$ cat config.mk
export PLATFORM = sky130hd
export DESIGN_NAME = regfile_wr_arb
export DESIGN_NICKNAME = d
export VERILOG_FILES = /design/src/rtl/regfile_pkg.sv /design/src/rtl/regfile_wr_arb_rr_arbiter.sv /design/src/rtl/regfile_wr_arb.sv
export SDC_FILE = /design/constraint.sdc
export NUM_CORES = 1
export LEC_CHECK = 0
export ABC_AREA = 1
export CAP_MARGIN = 20
export CORE_UTILIZATION = 44
export CTS_BUF_LIST = sky130_fd_sc_hd__clkbuf_8
export DETAILED_ROUTE_END_ITERATION = 12
export PLACE_DENSITY = 0.87
export SLEW_MARGIN = 10
export SYNTH_ARGS = -nofsm -noshare
export SYNTH_HDL_FRONTEND = slang
export SYNTH_SLANG_ARGS = --single-unit
$ cat constraint.sdc
create_clock -name clk -period 3.3 [get_ports clk]
set_clock_uncertainty 0.15 [all_clocks]
set_input_delay 0.495 -clock clk [delete_from_list [all_inputs] [get_ports clk]]
set_output_delay 0.495 -clock clk [all_outputs]
set_load 0.05 [all_outputs]
$ cat src/rtl/regfile_pkg.sv
// Shared register-file constants and a small index helper used by the write arbiter.
package regfile_pkg;

    localparam int REG_NUM = 32;
    localparam int REG_AW  = 5;
    localparam int REG_DW  = 32;
    localparam logic [REG_AW-1:0] REG_ZERO = 5'd0;

    function automatic int wrap_inc(input int idx, input int n);
        return (idx + 1 == n) ? 0 : idx + 1;
    endfunction

endpackage

$ cat src/rtl/regfile_wr_arb_rr_arbiter.sv
// N-wide round-robin arbiter: the search starts at the pointer, and the pointer moves past the winner.
module rr_arbiter
    import regfile_pkg::*;
#(
    parameter int N = 3,
    localparam int PW = (N > 1) ? $clog2(N) : 1
) (
    input  logic         clk,
    input  logic         reset,
    input  logic [N-1:0] req,
    output logic [N-1:0] gnt
);

    logic [PW-1:0] ptr_q;
    logic [PW-1:0] ptr_d;
    logic          found;
    int            idx;

    always_comb begin
        gnt   = '0;
        ptr_d = ptr_q;
        found = 1'b0;
        idx   = 0;
        for (int o = 0; o < N; o++) begin
            idx = (int'(ptr_q) + o) % N;
            if (!found && req[idx]) begin
                found    = 1'b1;
                gnt[idx] = 1'b1;
                ptr_d    = PW'(wrap_inc(idx, N));
            end
        end
        // A request cannot be consumed while reset is asserted.
        if (reset) begin
            gnt = '0;
        end
    end

    always_ff @(posedge clk) begin
        if (reset) begin
            ptr_q <= '0;
        end else begin
            ptr_q <= ptr_d;
        end
    end

endmodule

$ cat src/rtl/regfile_wr_arb.sv
// Round-robin sharing of the register-file write port, with a pending-write scoreboard for RAW stalls.
// Optional forwarding from the write register is enabled by defining REGFILE_WR_ARB_FWD_EN.
module regfile_wr_arb
    import regfile_pkg::*;
#(
    parameter int NREQ = 3,
    parameter int AW   = REG_AW,
    parameter int DW   = REG_DW
) (
    input  logic                 clk,
    input  logic                 reset,
    input  logic [NREQ-1:0]      req_valid,
    output logic [NREQ-1:0]      req_ready,
    input  logic [NREQ*AW-1:0]   req_addr,
    input  logic [NREQ*DW-1:0]   req_data,
    output logic                 wen,
    output logic [AW-1:0]        waddr,
    output logic [DW-1:0]        wdata,
    input  logic                 sb_set_valid,
    input  logic [AW-1:0]        sb_set_addr,
    input  logic [AW-1:0]        raddr1,
    input  logic [AW-1:0]        raddr2,
    output logic                 stall,
    output logic [REG_NUM-1:0]   pending,
`ifdef REGFILE_WR_ARB_FWD_EN
    output logic                 fwd1_hit,
    output logic                 fwd2_hit,
    output logic [DW-1:0]        fwd1_data,
    output logic [DW-1:0]        fwd2_data,
`endif
    output logic [15:0]          drop_cnt
);

    logic               wen_q, wen_d;
    logic [AW-1:0]      waddr_q, waddr_d;
    logic [DW-1:0]      wdata_q, wdata_d;
    logic [REG_NUM-1:0] pending_q, pending_d;
    logic [15:0]        drop_q, drop_d;
    logic [AW-1:0]      sel_addr;
    logic [DW-1:0]      sel_data;
    logic               any_gnt;

    rr_arbiter #(.N(NREQ)) u_arb (
        .clk   (clk),
        .reset (reset),
        .req   (req_valid),
        .gnt   (req_ready)
    );

    always_comb begin
        sel_addr  = '0;
        sel_data  = '0;
        for (int i = 0; i < NREQ; i++) begin
            if (req_ready[i]) begin
                sel_addr = req_addr[i*AW +: AW];
                sel_data = req_data[i*DW +: DW];
            end
        end
        any_gnt = |req_ready;
        wen_d   = any_gnt && (sel_addr != AW'(REG_ZERO));
        waddr_d = wen_d ? sel_addr : waddr_q;
        wdata_d = wen_d ? sel_data : wdata_q;

        drop_d = drop_q;
        if (any_gnt && (sel_addr == AW'(REG_ZERO)) && (drop_q != 16'hFFFF)) begin
            drop_d = drop_q + 16'd1;
        end

        // Set is applied after clear so a newer producer keeps the register pending.
        pending_d = pending_q;
        if (wen_d) begin
            pending_d[sel_addr] = 1'b0;
        end
        if (sb_set_valid && (sb_set_addr != AW'(REG_ZERO))) begin
            pending_d[sb_set_addr] = 1'b1;
        end
        pending_d[0] = 1'b0;
    end

    always_ff @(posedge clk) begin
        if (reset) begin
            wen_q     <= 1'b0;
            waddr_q   <= '0;
            wdata_q   <= '0;
            pending_q <= '0;
            drop_q    <= '0;
        end else begin
            wen_q     <= wen_d;
            waddr_q   <= waddr_d;
            wdata_q   <= wdata_d;
            pending_q <= pending_d;
            drop_q    <= drop_d;
        end
    end

    assign wen      = wen_q;
    assign waddr    = waddr_q;
    assign wdata    = wdata_q;
    assign pending  = pending_q;
    assign drop_cnt = drop_q;

`ifdef REGFILE_WR_ARB_FWD_EN
    always_comb begin
        fwd1_hit  = wen_q && (raddr1 != AW'(REG_ZERO)) && (waddr_q == raddr1);
        fwd2_hit  = wen_q && (raddr2 != AW'(REG_ZERO)) && (waddr_q == raddr2);
        fwd1_data = wdata_q;
        fwd2_data = wdata_q;
        stall = ((raddr1 != AW'(REG_ZERO)) && pending_q[raddr1] && !fwd1_hit) ||
                ((raddr2 != AW'(REG_ZERO)) && pending_q[raddr2] && !fwd2_hit);
    end
`else
    always_comb begin
        stall = ((raddr1 != AW'(REG_ZERO)) && pending_q[raddr1]) ||
                ((raddr2 != AW'(REG_ZERO)) && pending_q[raddr2]);
    end
`endif

endmodule

Word-level counts from Yosys, hierarchy flattened
Index checks and enable logic that the tools add are counted.
Storage, ports and cells
  register bits: 88
  bits of input ports: 132
  logic and storage cells: 103
Operators by class
  $add $sub $neg: 6
  divide/modulo/power cells: 3
  order comparisons: 12
  equality and inequality tests: 4
  multiplexer cells: 43
  bitwise logic cells: 5
  reductions and logical operators: 23
Operators by type and width (count)
  $mux 32: 5
  $add 32x2->32 const B: 3
  $eq 32x3->1 const B: 3
  $ge 32x1->1 const B: 3
  $lt 32x4->1 const B: 3
  $mod 32x3->32 const B: 2
  $and 32x32->32: 1
  $mod 3x3->32 const B: 1
  $not 32->32: 1
  $or 32x32->32: 1
  $lt 5x6->1 const B: 4
  $reduce_bool 5->1: 4
  $add 16x1->16 const B: 1
  $ne 16x16->1 const B: 1
  $mux 1: 15
  $mux 5: 3
  $logic_and 1x1->1: 13
  $mux 2: 6
  $mux 3: 4
  $bmux 1 s5: 2
  $demux 1 s5: 2
  $ge 5x1->1 const B: 2
  $bmux 1 s2: 3
  $demux 1 s2: 3
  8 further kinds: 10

Logic depth before layout (Yosys ltp)
  depth in word-level cells: 24
  depth in mapped cells: 21
  depth with buffers taken out: 21

Cells and area by module
A second synthesis with hierarchy kept.
Unflattened totals
  cells, all modules: 845
  area total of the unflattened synthesis: 5741.8 sq um
By module, submodules not included
  regfile_wr_arb: times used 1, cells an instance 775, area each 5352.6 sq um
  rr_arbiter: times used 1, cells an instance 70, area each 389.1 sq um

Least setup slack after synthesis
Ideal clock, no wire load.
  path kind: register to output
  start: register u_arb.ptr_q[0]
  end: output req_ready[2]
  arrival time: 2.441 ns
  data required time: 2.655 ns
  setup slack: 0.214 ns
  cell stages (with the launch flop): 15
  buffers on the path: 3
  cells stage by stage: dfxtp_1 -> inv_1 -> ha_1 -> inv_2 -> nand2_1 -> nand3_1 -> nand2_1 -> nor2_4 -> nand2_1 -> nand3_1 -> nand2_2 -> buf_4 -> inv_1 -> buf_2 -> buf_1
Between the ends
  word-level cells in the longest chain between the ends: 12
  elaborated cells on any way between the ends: 41
  classes of those cells: add/sub (2); div (3); order compare (6); mux (21); bitwise (2); reduce/logical (7)
RTL lines
  from (decl): RTL line regfile_wr_arb_rr_arbiter.sv:14  | logic [PW-1:0] ptr_q;
  from (signal assigned): RTL line regfile_wr_arb_rr_arbiter.sv:42  | ptr_q <= ptr_d;
  parallel branches: the longest is 10 deep, another holds $mod 32x3->32
  $mux 3 (*): RTL line regfile_wr_arb_rr_arbiter.sv:26  | if (!found && req[idx]) begin
  $mux 3 (*): RTL line regfile_wr_arb_rr_arbiter.sv:33  | if (reset) begin
  to (decl): RTL line regfile_wr_arb.sv:13  | output logic [NREQ-1:0] req_ready,
Mark *: on every way between the ends. The select of a mux whose other input is x is not followed.

Final worst setup path
  start: register u_arb.ptr_q[0]
  end: output req_ready[1]
The elaborated chain is that of the path after synthesis.

==> impl_metrics.yaml <==
synth:
  synth.top_cells.by_area: "dfxtp_1 (34%), nand2_1 (14%), a21oi_1 (11%), o21ai_0 (9.1%), nand3_1 (5.7%)"
  syn_nets: 931
  syn_area_mm2: 0.00517
  synth_xor_area_frac: 0.0237
  synthArstFlopShare: 0
  yosysTopAreaCell: "dfxtp_1"
  synth_compound_area_frac: 0.240
  synth.top_cells.by_count: "nand2_1 (190), a21oi_1 (118), o21ai_0 (94)"
  ys_seq_area_frac: 0.337
  synth_edf_count: 0
  synthMuxAreaShare: 0
  yosysTopAreaCellShare: 0.337
  synth_top_family_by_area: "simple AND/OR/NAND/NOR gates"
  avgSynthCellArea_um2: 6.51
  synth_seq_cells: 87
  ys_warn_count: 0
  synth_most_common_cell: "nand2_1"
  synthCells: 794
  synth-main-ff-cell: "dfxtp_1"
  yosys.area_share.simple: 0.310
  synth.distinct_cells: 43
  synth-adder-area-share: 0.0121
sta:
  final.min_clock_period_ns: 3.11
  fmax_mhz: 322
  fin_crit_sh: 0.942
  setup_viol: 0
  slew_violations: 0
  hold_viol: 0
  relSlewSlack: 0.617
  tightestPinTransition_ns: 0.575
  rsz0062_at_grt: "false"
  tns_ns: 0
  worst_slack_ns: 0.193
power:
  p_clk_frac: 0.129
  intPower_mw: 2.95
  pwr-share-seq: 0.229
  total_power_mw: 5.74
  max-vdd-ir-drop_mv: 0.500
  power_density_mw_per_mm2: 728
  swShare: 0.487
  leakagePower_nw: 2.94
  combPwrFrac: 0.642
  switchingPower_mw: 2.79
job:
  drv_cap: 0
floorplanning:
  dieWidth_um: 110
  ios: 222
  fp.coreArea_mm2: 0.0114
  start_util: 0.453
  die_area_mm2: 0.0122
  core.rowCount: 39
  fp.dieH_um: 110
critical_path:
  cp_data_required_time_ns: 2.65
  crit_slowest_cell: "dfxtp_2"
  reg2regPathDepth: 17
  crit_path_start_kind: "flop"
  cpPeakStageDelay_ns: 0.36
  path_cells: "inv_1 -> ha_1 -> inv_2 -> nand2_1 -> nand3_1 -> nand2_1 -> nor2_4 -> nand3_2 -> nand2_4 -> inv_2 -> nor2_4 -> buf_12 -> buf_12"
  endpoint_kind: "output pin"
  r2r_setup_slack_ns: 0.28
  critPathLaunch: "u_arb.ptr_q[0]$_SDFFE_PP0P_"
  cp_max_fo: 31
  r2r-start: "u_arb.ptr_q[0]$_SDFFE_PP0P_"
  cp.arrival_ns: 2.46
  worstReg2RegEnd: "drop_cnt[8]$_SDFFE_PP0P_"
  path_class: "flop to output pin"
  crit_end: "req_ready[1]"
detailed_routing:
  viasPerCell: 5.35
  drt_pass1_iterations: 5
  via_count: 6220
  post_drt_wl_per_cell_um: 14.8
  drc: 0
  ant_nets: 0
  totalWireLength_um: 17200
  drtIter0Drc: 488
layout:
  n_antenna_cell: 0
  area_growth_pct: 52.5
  drive_gt1_frac: 0.0746
  nets: 1151
clock_tree:
  clkSinkCount: 87
  numCtsBuffers: 9
  htree_num_levels: 3
  clkTransAtPathRegs_ns: 0.08
  insertion_delay_ns: 0.35
  cts_root_buffer: "clkbuf_8"
  cts_buffer_depth: 2
  cts_tree: "yes"
global_routing:
  grt_overflow: 0
  grt_max_degree: 54
  grt_pass1_wl_um: 26400
  grt_use_total: 0.275
  antenna_found_initial: 0
  grt_pass1_vias: 5510
placement:
  dp_slack_ns: 0.115
  gp_routability_congestion: 0.937
  port_buffers: 220
  dp_hpwl_um: 13300
hold_path:
  hold_path_class: "flop to flop"
run_status:
  status: "completed"
[through the flow]
stage          utilization  cell area [µm²]  instances  hold WS, ns
2_1_floorplan            -             5170        794        0.397
3_3_place_gp         0.671             7660       1146        0.295
3_5_place_dp         0.671             7660       1146        0.307
4_1_cts              0.688             7860       1162        0.318
5_1_grt              0.690             7880       1162        0.326
6_report             0.690             7880       1162        0.316
[cells by family (layout without fill, tap and decap cells)]
family,after synthesis,after routing
AO/OA/AOI/OAI,235,235
AND/OR/NAND/NOR,356,356
other,1,1
adder cells (fa/ha/maj),5,5
flip-flops,87,87
buffers and inverters,96,321
XOR/XNOR,14,14
[layer usage]
metal	global-route usage	share of wire	up-vias
li1	-	-	3123
met1	0.354	0.43	2817
met2	0.461	0.48	241
met3	0.0459	0.063	39
met4	0.103	0.028	0
met5	0	0	-
[power groups by stage]
stage                     registers, mW  clock network (mW)  logic (mW)
after floorplan                    1.77                   0        1.88
after global placement             1.34                   0        3.58
after detailed placement           1.34                   0        3.64
after CTS                          1.32               0.758        3.65
after global routing               1.33               0.806        4.00
final                              1.32               0.741        3.68
[how the worst min path moves through the flow]
stage	startpoint	to	slack (ns)	cells after the start
3_5_place_dp	waddr[0]$_SDFFE_PP0N_	waddr[0]$_SDFFE_PP0N_	0.31	2
4_1_cts	waddr[0]$_SDFFE_PP0N_	waddr[0]$_SDFFE_PP0N_	0.32	2
2_1_floorplan	u_arb.ptr_q[1]$_SDFFE_PP0P_	u_arb.ptr_q[1]$_SDFFE_PP0P_	0.40	2
3_3_place_gp	waddr[0]$_SDFFE_PP0N_	waddr[0]$_SDFFE_PP0N_	0.29	2
6_report	waddr[0]$_SDFFE_PP0N_	waddr[0]$_SDFFE_PP0N_	0.32	2
5_1_grt	waddr[0]$_SDFFE_PP0N_	waddr[0]$_SDFFE_PP0N_	0.33	2
[worst max-delay path: cells and delay by family (launching register included)]
family / cells / cell delay, ns
adders and majority gates: 1 / 0.36
buffers and inverters: 5 / 0.61
DFF: 1 / 0.36
and+or+nand+nor: 7 / 0.79
[state kept, by name, indices dropped and copies added, names as in the netlist]
signal,cells
drop_cnt,16
pending,31
u_arb.ptr_q,2
waddr,5
wdata,32
wen,1
[area by class of cell]
class / count / area (µm²)
repair buffers: 251 / 2510
flip-flops and latches: 87 / 1740
multi-input cells: 611 / 3050
fillers: 950 / 3540
inverters: 54 / 203
clock inverters: 6 / 62.6
well taps: 143 / 179
clock buffers: 10 / 138
[repair_timing]
action	CTS	global route
hold buffers	0	0
gates resized for setup	0	6
endpoints found under the setup margin	0	15
setup buffers	0	0
[cells in the final DEF (no fill, tap or decap), drive strengths merged, types with 8 or more instances in the layout]
| cell type | count |
|---|---|
| inv | 52 |
| a21oi | 118 |
| nand3 | 63 |
| dfxtp | 87 |
| buf | 36 |
| clkbuf | 10 |
| o21ai | 94 |
| clkdlybuf4s50 | 215 |
| nand2 | 199 |
| nor2 | 58 |
| xor2 | 8 |
| nand4 | 20 |
Power figures use the tool's default switching activity.
